[src/rtl/dmi_debug_regs.sv]
// rtl/dmi_debug_regs.sv - DMI debug-module register slave with abstract access-register engine
// Optional: define DMI_AUTOEXEC_EN to build abstractauto (0x18) with data0 autoexec.
module dmi_debug_regs #(
   parameter int ADDR_W      = 7,
   parameter int DATA_W      = 32,
   parameter int NUM_GPR     = 8,
   parameter int CMD_LATENCY = 4
) (
   input  logic              clk,
   input  logic              rst_n,
   input  logic              dmi_req_valid,
   output logic              dmi_req_ready,
   input  logic [ADDR_W-1:0] dmi_addr,
   input  logic [DATA_W-1:0] dmi_wdata,
   input  logic [1:0]        dmi_op,
   output logic              dmi_rsp_valid,
   output logic [DATA_W-1:0] dmi_rdata,
   output logic [1:0]        dmi_resp,
   input  logic              hart_halted_i,
   output logic              haltreq_o,
   output logic              ndmreset_o
);

   localparam int CNT_W = $clog2(CMD_LATENCY + 1);
   localparam int IDX_W = (NUM_GPR > 1) ? $clog2(NUM_GPR) : 1;
   localparam logic [15:0] GPR_BASE = 16'h1000;
   localparam logic [15:0] GPR_END  = 16'(32'h1000 + NUM_GPR);

   localparam logic [ADDR_W-1:0] A_DATA0      = ADDR_W'(7'h04);
   localparam logic [ADDR_W-1:0] A_DATA1      = ADDR_W'(7'h05);
   localparam logic [ADDR_W-1:0] A_DMCONTROL  = ADDR_W'(7'h10);
   localparam logic [ADDR_W-1:0] A_DMSTATUS   = ADDR_W'(7'h11);
   localparam logic [ADDR_W-1:0] A_ABSTRACTCS = ADDR_W'(7'h16);
   localparam logic [ADDR_W-1:0] A_COMMAND    = ADDR_W'(7'h17);
`ifdef DMI_AUTOEXEC_EN
   localparam logic [ADDR_W-1:0] A_ABSTRACTAUTO = ADDR_W'(7'h18);
`endif

   typedef enum logic {S_IDLE, S_RESP} state_t;
   state_t state, state_nxt;

   logic              accept, rd_req, wr_req;
   logic              hit_d0, hit_d1, hit_ctl, hit_acs, hit_cmd;
   logic              dm_off, busy_viol, eng_done;
   logic [DATA_W-1:0] data0, data1, rd_val;
   logic              dmactive, ndmreset, haltreq;
   logic [2:0]        cmderr, cmderr_nxt;
   logic              busy;
   logic [CNT_W-1:0]  cnt;
   logic              cmd_transfer, cmd_write;
   logic [IDX_W-1:0]  cmd_idx;
   logic [DATA_W-1:0] gpr [NUM_GPR];

   logic              launch_try, launch_go, l_ok, l_transfer, l_write;
   logic [IDX_W-1:0]  l_idx;

`ifdef DMI_AUTOEXEC_EN
   logic hit_auto, auto_data0, last_valid, relaunch;
`endif

   always_ff @(posedge clk or negedge rst_n) begin
      if (!rst_n) state <= S_IDLE;
      else        state <= state_nxt;
   end

   always_comb begin
      state_nxt     = state;
      dmi_req_ready = 1'b0;
      dmi_rsp_valid = 1'b0;
      case (state)
         S_IDLE: begin
            dmi_req_ready = 1'b1;
            if (dmi_req_valid) state_nxt = S_RESP;
         end
         S_RESP: begin
            dmi_rsp_valid = 1'b1;
            state_nxt     = S_IDLE;
         end
         default: state_nxt = S_IDLE;
      endcase
   end

   assign accept  = dmi_req_valid && (state == S_IDLE);
   assign rd_req  = accept && (dmi_op == 2'd1);
   assign wr_req  = accept && (dmi_op == 2'd2);
   assign hit_d0  = (dmi_addr == A_DATA0);
   assign hit_d1  = (dmi_addr == A_DATA1);
   assign hit_ctl = (dmi_addr == A_DMCONTROL);
   assign hit_acs = (dmi_addr == A_ABSTRACTCS);
   assign hit_cmd = (dmi_addr == A_COMMAND);
`ifdef DMI_AUTOEXEC_EN
   assign hit_auto = (dmi_addr == A_ABSTRACTAUTO);
`endif

   // Clearing dmactive takes effect in the write's own edge so a running command cannot complete.
   assign dm_off    = !dmactive || (wr_req && hit_ctl && !dmi_wdata[0]);
   assign busy_viol = dmactive && busy &&
                      ((wr_req && (hit_d0 || hit_d1 || hit_cmd)) || (rd_req && (hit_d0 || hit_d1)));
   assign eng_done  = busy && (cnt == CNT_W'(1));

   always_comb begin
      launch_try = wr_req && hit_cmd && dmactive && !busy;
      l_transfer = dmi_wdata[17];
      l_write    = dmi_wdata[16];
      l_idx      = dmi_wdata[IDX_W-1:0];
      l_ok       = (dmi_wdata[31:24] == 8'd0) && (dmi_wdata[22:20] == 3'd2) &&
                   (!dmi_wdata[17] || ((dmi_wdata[15:0] >= GPR_BASE) && (dmi_wdata[15:0] < GPR_END)));
`ifdef DMI_AUTOEXEC_EN
      // The stored command already passed decode, so only the error/halt checks apply.
      if (relaunch) begin
         launch_try = 1'b1;
         l_transfer = cmd_transfer;
         l_write    = cmd_write;
         l_idx      = cmd_idx;
         l_ok       = 1'b1;
      end
`endif
   end

   assign launch_go = launch_try && (cmderr == 3'd0) && l_ok && hart_halted_i;

   always_comb begin
      cmderr_nxt = cmderr;
      if (wr_req && hit_acs && dmactive) cmderr_nxt = cmderr & ~dmi_wdata[10:8];
      if (busy_viol && (cmderr == 3'd0)) cmderr_nxt = 3'd1;
      if (launch_try && (cmderr == 3'd0)) begin
         if (!l_ok)               cmderr_nxt = 3'd2;
         else if (!hart_halted_i) cmderr_nxt = 3'd4;
      end
   end

   always_comb begin
      rd_val = '0;
      if ((dmi_op == 2'd1) && (dmactive || hit_ctl)) begin
         case (dmi_addr)
            A_DATA0:      rd_val = data0;
            A_DATA1:      rd_val = data1;
            A_DMCONTROL:  rd_val = {haltreq, 29'd0, ndmreset, dmactive};
            A_DMSTATUS:   rd_val = {20'd0, !hart_halted_i, !hart_halted_i, hart_halted_i,
                                    hart_halted_i, 1'b1, 3'd0, 4'd2};
            A_ABSTRACTCS: rd_val = {19'd0, busy, 1'b0, cmderr, 4'd0, 4'd2};
`ifdef DMI_AUTOEXEC_EN
            A_ABSTRACTAUTO: rd_val = {31'd0, auto_data0};
`endif
            default:      rd_val = '0;
         endcase
      end
   end

   always_ff @(posedge clk or negedge rst_n) begin
      if (!rst_n) begin
         dmi_rdata <= '0;
         dmi_resp  <= 2'd0;
      end else if (accept) begin
         dmi_rdata <= rd_val;
         dmi_resp  <= (dmi_op == 2'd3) ? 2'd2 : 2'd0;
      end else begin
         dmi_rdata <= '0;
         dmi_resp  <= 2'd0;
      end
   end

   always_ff @(posedge clk or negedge rst_n) begin
      if (!rst_n) begin
         dmactive     <= 1'b0;
         ndmreset     <= 1'b0;
         haltreq      <= 1'b0;
         data0        <= '0;
         data1        <= '0;
         cmderr       <= 3'd0;
         busy         <= 1'b0;
         cnt          <= '0;
         cmd_transfer <= 1'b0;
         cmd_write    <= 1'b0;
         cmd_idx      <= '0;
      end else begin
         if (wr_req && hit_ctl) begin
            dmactive <= dmi_wdata[0];
            ndmreset <= dmi_wdata[0] & dmi_wdata[1];
            haltreq  <= dmi_wdata[0] & dmi_wdata[31];
         end
         if (dm_off) begin
            data0        <= '0;
            data1        <= '0;
            cmderr       <= 3'd0;
            busy         <= 1'b0;
            cnt          <= '0;
            cmd_transfer <= 1'b0;
            cmd_write    <= 1'b0;
            cmd_idx      <= '0;
         end else begin
            cmderr <= cmderr_nxt;
            if (wr_req && hit_d0 && !busy) data0 <= dmi_wdata;
            if (wr_req && hit_d1 && !busy) data1 <= dmi_wdata;
            if (launch_go) begin
               busy         <= 1'b1;
               cnt          <= CNT_W'(CMD_LATENCY);
               cmd_transfer <= l_transfer;
               cmd_write    <= l_write;
               cmd_idx      <= l_idx;
            end else if (busy) begin
               cnt <= cnt - 1'b1;
               if (eng_done) begin
                  busy <= 1'b0;
                  if (cmd_transfer && !cmd_write) data0 <= gpr[cmd_idx];
               end
            end
         end
      end
   end

   always_ff @(posedge clk or negedge rst_n) begin
      if (!rst_n) begin
         for (int i = 0; i < NUM_GPR; i++) gpr[i] <= '0;
      end else if (!dm_off && eng_done && cmd_transfer && cmd_write) begin
         gpr[cmd_idx] <= data0;
      end
   end

`ifdef DMI_AUTOEXEC_EN
   // Relaunch is issued in the response cycle, after the data0 access itself has landed.
   always_ff @(posedge clk or negedge rst_n) begin
      if (!rst_n) begin
         auto_data0 <= 1'b0;
         last_valid <= 1'b0;
         relaunch   <= 1'b0;
      end else if (dm_off) begin
         auto_data0 <= 1'b0;
         last_valid <= 1'b0;
         relaunch   <= 1'b0;
      end else begin
         if (wr_req && hit_auto) auto_data0 <= dmi_wdata[0];
         if (launch_go) last_valid <= 1'b1;
         relaunch <= auto_data0 && last_valid && !busy && (rd_req || wr_req) && hit_d0;
      end
   end
`endif

   assign haltreq_o  = haltreq & dmactive;
   assign ndmreset_o = ndmreset & dmactive;

endmodule

[config.mk]
export PLATFORM = sky130hd
export DESIGN_NAME = dmi_debug_regs
export DESIGN_NICKNAME = d
export VERILOG_FILES = /design/src/rtl/dmi_debug_regs.sv
export SDC_FILE = /design/constraint.sdc
export NUM_CORES = 1
export LEC_CHECK = 0
export ABC_AREA = 0
export BUFFER_PORTS_ARGS = -buffer_cell sky130_fd_sc_hd__buf_2
export CAP_MARGIN = 20
export CORE_UTILIZATION = 56
export CTS_CLUSTER_SIZE = 30
export DETAILED_ROUTE_END_ITERATION = 8
export GPL_ROUTABILITY_DRIVEN = 0
export GPL_TIMING_DRIVEN = 1
export PLACE_DENSITY = 0.77
export SLEW_MARGIN = 15
export SYNTH_ARGS = -nofsm -noshare
export SYNTH_HDL_FRONTEND = slang
export SYNTH_SLANG_ARGS = --single-unit
[constraint.sdc]
create_clock -name clk -period 2.1 [get_ports clk]
set_input_delay 0.42 -clock clk [delete_from_list [all_inputs] [get_ports clk]]
set_output_delay 0.42 -clock clk [all_outputs]
set_load 0.01 [all_outputs]
# Word level (Yosys, flattened, before mapping)

Cells that the tools add are included.

Flip-flop bits (word level): 370
Bits of input ports: 45
Output and inout bits: 38
Word-level logic and storage cells: 138

$add $sub $neg: 1
$lt $le $gt $ge: 4
Eq/ne operators: 11
Multiplexer cells: 42
Bitwise operators: 8
Reduce and logical (&&, ||, !) cells: 50

Operators with widths:

| cell                                                                                   | number |
|---|---|
| 32-bit two-way mux                                                                     | 13 |
| 256-bit bitwise mux                                                                    | 1 |
| 32-bit case mux with 5 select lines                                                    | 1 |
| 32-bit binary-select mux with 3-bit select                                             | 1 |
| 32-bit demux with 3-bit select                                                         | 1 |
| 3-bit two-way mux                                                                      | 11 |
| 1-bit logical AND                                                                      | 32 |
| 7-bit by 5-bit == test with 1-bit output (second input constant)                       | 4 |
| 16-bit by 13-bit greater-or-equal comparator with 1-bit output (second input constant) | 1 |
| 16-bit by 13-bit less-than comparator with 1-bit output (second input constant)        | 1 |
| 7-bit by 3-bit == test with 1-bit output (second input constant)                       | 2 |
| 1-bit two-way mux                                                                      | 11 |
| 8-bit zero test                                                                        | 1 |
| 1-bit zero test                                                                        | 7 |
| 1-bit logical OR                                                                       | 6 |
| 1-bit bitwise AND                                                                      | 4 |
| 2-bit == test (second input constant)                                                  | 2 |
| 4-bit greater-or-equal comparator (second input constant)                              | 1 |
| 4-bit by 1-bit less-than comparator with 1-bit output (second input constant)          | 1 |
| 2-bit two-way mux                                                                      | 2 |
| 3-bit inverter with 4-bit output                                                       | 1 |
| 2-bit nonzero test                                                                     | 2 |
| 3-bit bitwise AND                                                                      | 1 |
| 3-bit by 1-bit == test with 1-bit output (second input constant)                       | 1 |
| 8 further kinds                                                                        | 8 |

# Depth between registers and ports, before layout

Depth after elaboration: 12
Depth in mapped cells: 9
Depth with buffers taken out: 7

# Least setup slack after synthesis

OpenSTA, ideal clock, no wires.

Kind: input port to flip-flop
From: in dmi_addr[0]
To: reg gpr[161] (netlist name)
Arrival: 1945 ps
Data required time: 1975 ps
Slack: 30 ps
Stages: 9
Buffers on the path: 4
Path through: buf_2 -> inv_1 -> buf_2 -> nand4_4 -> buf_2 -> nor2_4 -> nor2_1 -> buf_4 -> mux2_2

Cells in the longest elaborated chain, start to end: 8

RTL lines:

| item                                     | RTL line | text |
|---|---|---|
| from (decl)                              | 13       | `input logic [ADDR_W-1:0] dmi_addr,` |
| 7-bit by 5-bit == test with 1-bit output | 88       | `assign hit_ctl = (dmi_addr == A_DMCONTROL);` |
| 1-bit logical AND (2 in series)          | 96       | `assign dm_off = !dmactive \|\| (wr_req && hit_ctl && !dmi_wdata[0]);` |
| 1-bit logical OR                         | 96       |  |
| 1-bit zero test                          | 215      | `end else if (!dm_off && eng_done && cmd_transfer && cmd_write) begin` |
| 1-bit logical AND (3 in series)          | 215      |  |
| to (signal, indexed assignment)          | 216      | `gpr[cmd_idx] <= data0;` |
| to (decl)                                | 52       | `logic [DATA_W-1:0] gpr [NUM_GPR];` |

No other way between the ends.
A chain may end at the register's enable or synchronous reset.

# Final worst setup path

From: reg state
To: reg gpr[193] (netlist name)

Cells in the longest elaborated chain, start to end: 10

RTL lines:

| item                            | RTL line | text |
|---|---|---|
| from (decl)                     | 40       | `state_t state, state_nxt;` |
| from (signal assigned)          | 63       | `else state <= state_nxt;` |
| 1-bit inverter                  | --       |  |
| 1-bit logical AND               | 83       | `assign accept = dmi_req_valid && (state == S_IDLE);` |
| 1-bit logical AND               | 85       | `assign wr_req = accept && (dmi_op == 2'd2);` |
| 1-bit logical AND (2 in series) | 96       |  |
| 1-bit logical OR                | 96       |  |
| 1-bit zero test                 | 215      |  |
| 1-bit logical AND (3 in series) | 215      |  |

No other way between the ends.

==> flow_summary.toml <==
[clocking]
cts_buffers = 38
clock_path_buffers = 3
h-tree-depth = 2
worstSkewPairLatency_ns = 0.52
clock_sinks = 369
path_clk_slew_ns = 0.06
cts_root_buf = "clkbuf_16"
cts_tree = "built"

[synth]
postSynthAreaPerCell_sq_um = 12.4
synth_area_leader_cell = "dfrtp_1"
ys_seq_area_share_pct = 54.5
ys_top_cells_by_count = "369 x dfrtp_1, 265 x mux2_2, 108 x nand2_1"
synth.top_cell.area_share_pct = 54.5
syn_inst = 1370
ys_seq_elements = 369
ys.warnings.count = 0
async_flop_share_pct = 100
synthFlopType = "dfrtp_1"
yosys-top-cells-area = "dfrtp_1 55%, mux2_2 18%, mux2i_1 4.3%"
yosysUniqueCellTypes = 64
synthesis.area_sq_um = 16900
yosysMostFrequentCell = "dfrtp_1"
synth_nets = 1417
synth_edf_count = 0

[die]
die_w_um = 176
die-area_sq_um = 30900
ios = 83
initial_utilization_pct = 57.0
rows = 63
die_h_um = 176
coreArea_sq_um = 29700

[setup_path]
rr_worst_depth = 8
crit_required_ns = 2.49
crit_top_cell = "buf_12"
worstPathArrival_ns = 2.49
worstReg2RegStart = "state"
reg2reg_to = "gpr[193]"
path_cells = "and4bb_2 > nand4_4 > o2111ai_2 > buf_6 > nor2_4 > buf_12 > buf_12 > mux2_1"
path_buf_inv = 3
crit_type = "reg2reg"
end_kind = "flop"
worst_path_largest_cell_delay_ns = 0.39
crit_family = "simple AND/OR/NAND/NOR gates"
ff2ff_setup_slack_ns = 0.0006
crit_path_start_kind = "flop"
cp_slowest_cell = "dfrtp_1"
path_max_fanout = 9

[route]
drc = 0
ant_nets = 0
wl_um = 44100
num_vias = 12000
viasPerCell = 6.30
drtIter0Drc = 994
drt_first_pass_iters = 7
wire_per_inst_um = 23.2

[finish]
final_util_pct = 68.3
fillers = 1930
n_antenna_cell = 0
area_delta_synth_final_pct = 19.8
drive_above_1_share_pct = 38.6
finalNetCount = 1533
final_area_sq_um = 20300

[sta]
grt_setup_unrepaired = "true"
timing.fmax_mhz = 476
tightest_slew_ns = 0.586
finalHoldViolations = 0
fin_skew_ns = 0.0118
setup_viol = 0
setup_ws_ns = 0.000603
maxSlewViolCount = 0
fin_crit_ns = 2.10
slew_headroom_pct = 60.6
fin_crit_sh_pct = 100

[power]
power.total_uw = 14600
p_per_area_nw_per_um2 = 719
p_leak_uw = 0.00954
peakVddDrop_mv = 0.572

[worst_hold_path]
hp-class = "in2reg"
hold_start = "dmi_wdata[6]"
holdPathEnd = "data1[6]"
hold_depth = 3

[place]
dp_hpwl_um = 28500
dpl-instance-area_sq_um = 18600
port_buffers = 81
preCtsSetupSlack_ns = -0.172

[grt]
grt_pass1_wl_um = 68600
grt_usage_pct = 28.7
overflow = 0
grt_start_max_net_pins = 58
grt_pass1_vias = 12000
antenna_found_initial = 0

[run_status]
status = "finished, final reports clean"

[run]
drv_cap = 0
[worst register-to-register path, cell delays in order, from the launching register on]
cell and delay [ns]:
dfrtp_1 0.39, and4bb_2 0.37, nand4_4 0.16, o2111ai_2 0.25, buf_6 0.16, nor2_4 0.05
buf_12 0.14, buf_12 0.14, mux2_1 0.32
[state kept, by name, indices dropped and copies added, names as in the netlist]
signal / cells
cmd_idx: 3
dmi_rdata: 32
gpr: 256
dmactive: 1
haltreq: 1
busy: 1
dmi_resp: 1
ndmreset: 1
cmd_write: 1
state: 1
cmderr: 3
data1: 32
data0: 32
cnt: 3
cmd_transfer: 1
[report_power, final]
part,internal [uW],leakage [uW],switching [uW]
combinational,111,0.00373,261
clock,4370,0.000664,2740
sequential,7110,0.00515,1.68
total,11600,0.00954,3000
[per-stage QoR]
| stage | hold slack, ns | setup TNS (ns) | std cells |
|---|---|---|---|
| finish | 0.159 | 0 | 1903 |
| global route | 0.166 | -2.12 | 1903 |
| CTS | 0.150 | -0.0604 | 1898 |
| detailed placement | 0.401 | -27.90 | 1824 |
| global placement | 0.400 | -15.69 | 1824 |
| floorplan | 0.124 | 0 | 1370 |
[layout make-up]
cell class | instances | area [sq um] | share of cell area [%]
repair buffers | 209 | 1940 | 9.54
well taps | 390 | 488 | 2.40
inverters | 6 | 22.5 | 0.111
multi-input cells | 862 | 7270 | 35.8
clock inverters | 7 | 114 | 0.561
clock buffers | 60 | 1230 | 6.05
flip-flops and latches | 369 | 9240 | 45.5
[how the worst max path moves through the flow]
stage,end,cells past startpoint,start
after floorplan,gpr[161],9,dmi_addr[0]
final,gpr[193],8,state
after detailed placement,gpr[119],7,dmi_addr[6]
after global placement,gpr[125],7,dmi_addr[6]
after global routing,gpr[193],8,state
after CTS,gpr[193],8,state
[cells in the final DEF (no fill, tap or decap), drive strengths merged, types with 11 or more instances in the layout]
cell / instances
a221o: 11
buf: 205
o22ai: 51
a21oi: 66
o221ai: 18
nand2: 108
mux4: 13
nor2b: 11
mux2i: 72
mux2: 280
nand3: 15
a2bb2oi: 13
clkbuf: 62
o21ai: 37
dfrtp: 369
nor2: 61
[per-layer routing]
metal | wire [um] | track usage [%]
met3 | 3610 | 5.89
met4 | 1070 | 9.02
met1 | 18900 | 40.6
met5 | 0 | 0
met2 | 20500 | 44.6
[cell families after synthesis]
kind of cell / share of synthesized area [%]
flip-flops: 54.5
multiplexers: 24.6
AND/OR/NAND/NOR: 7.02
AO/OA/AOI/OAI: 9.74
buffers and inverters: 3.86
adder cells (fa/ha/maj): 0.148
XOR/XNOR: 0.103
other: 0.0221
[repair_timing]
item | 4_1_cts | 5_1_grt
endpoints found under the setup margin | 67 | 141
setup buffers | 5 | 2
cloned | 1 | 3
resized for setup | 9 | 40
hold endpoints to repair | 46 | 0
pin swaps | 4 | 4
hold buffers | 1 | 0
(Power assumes the default switching activity.)
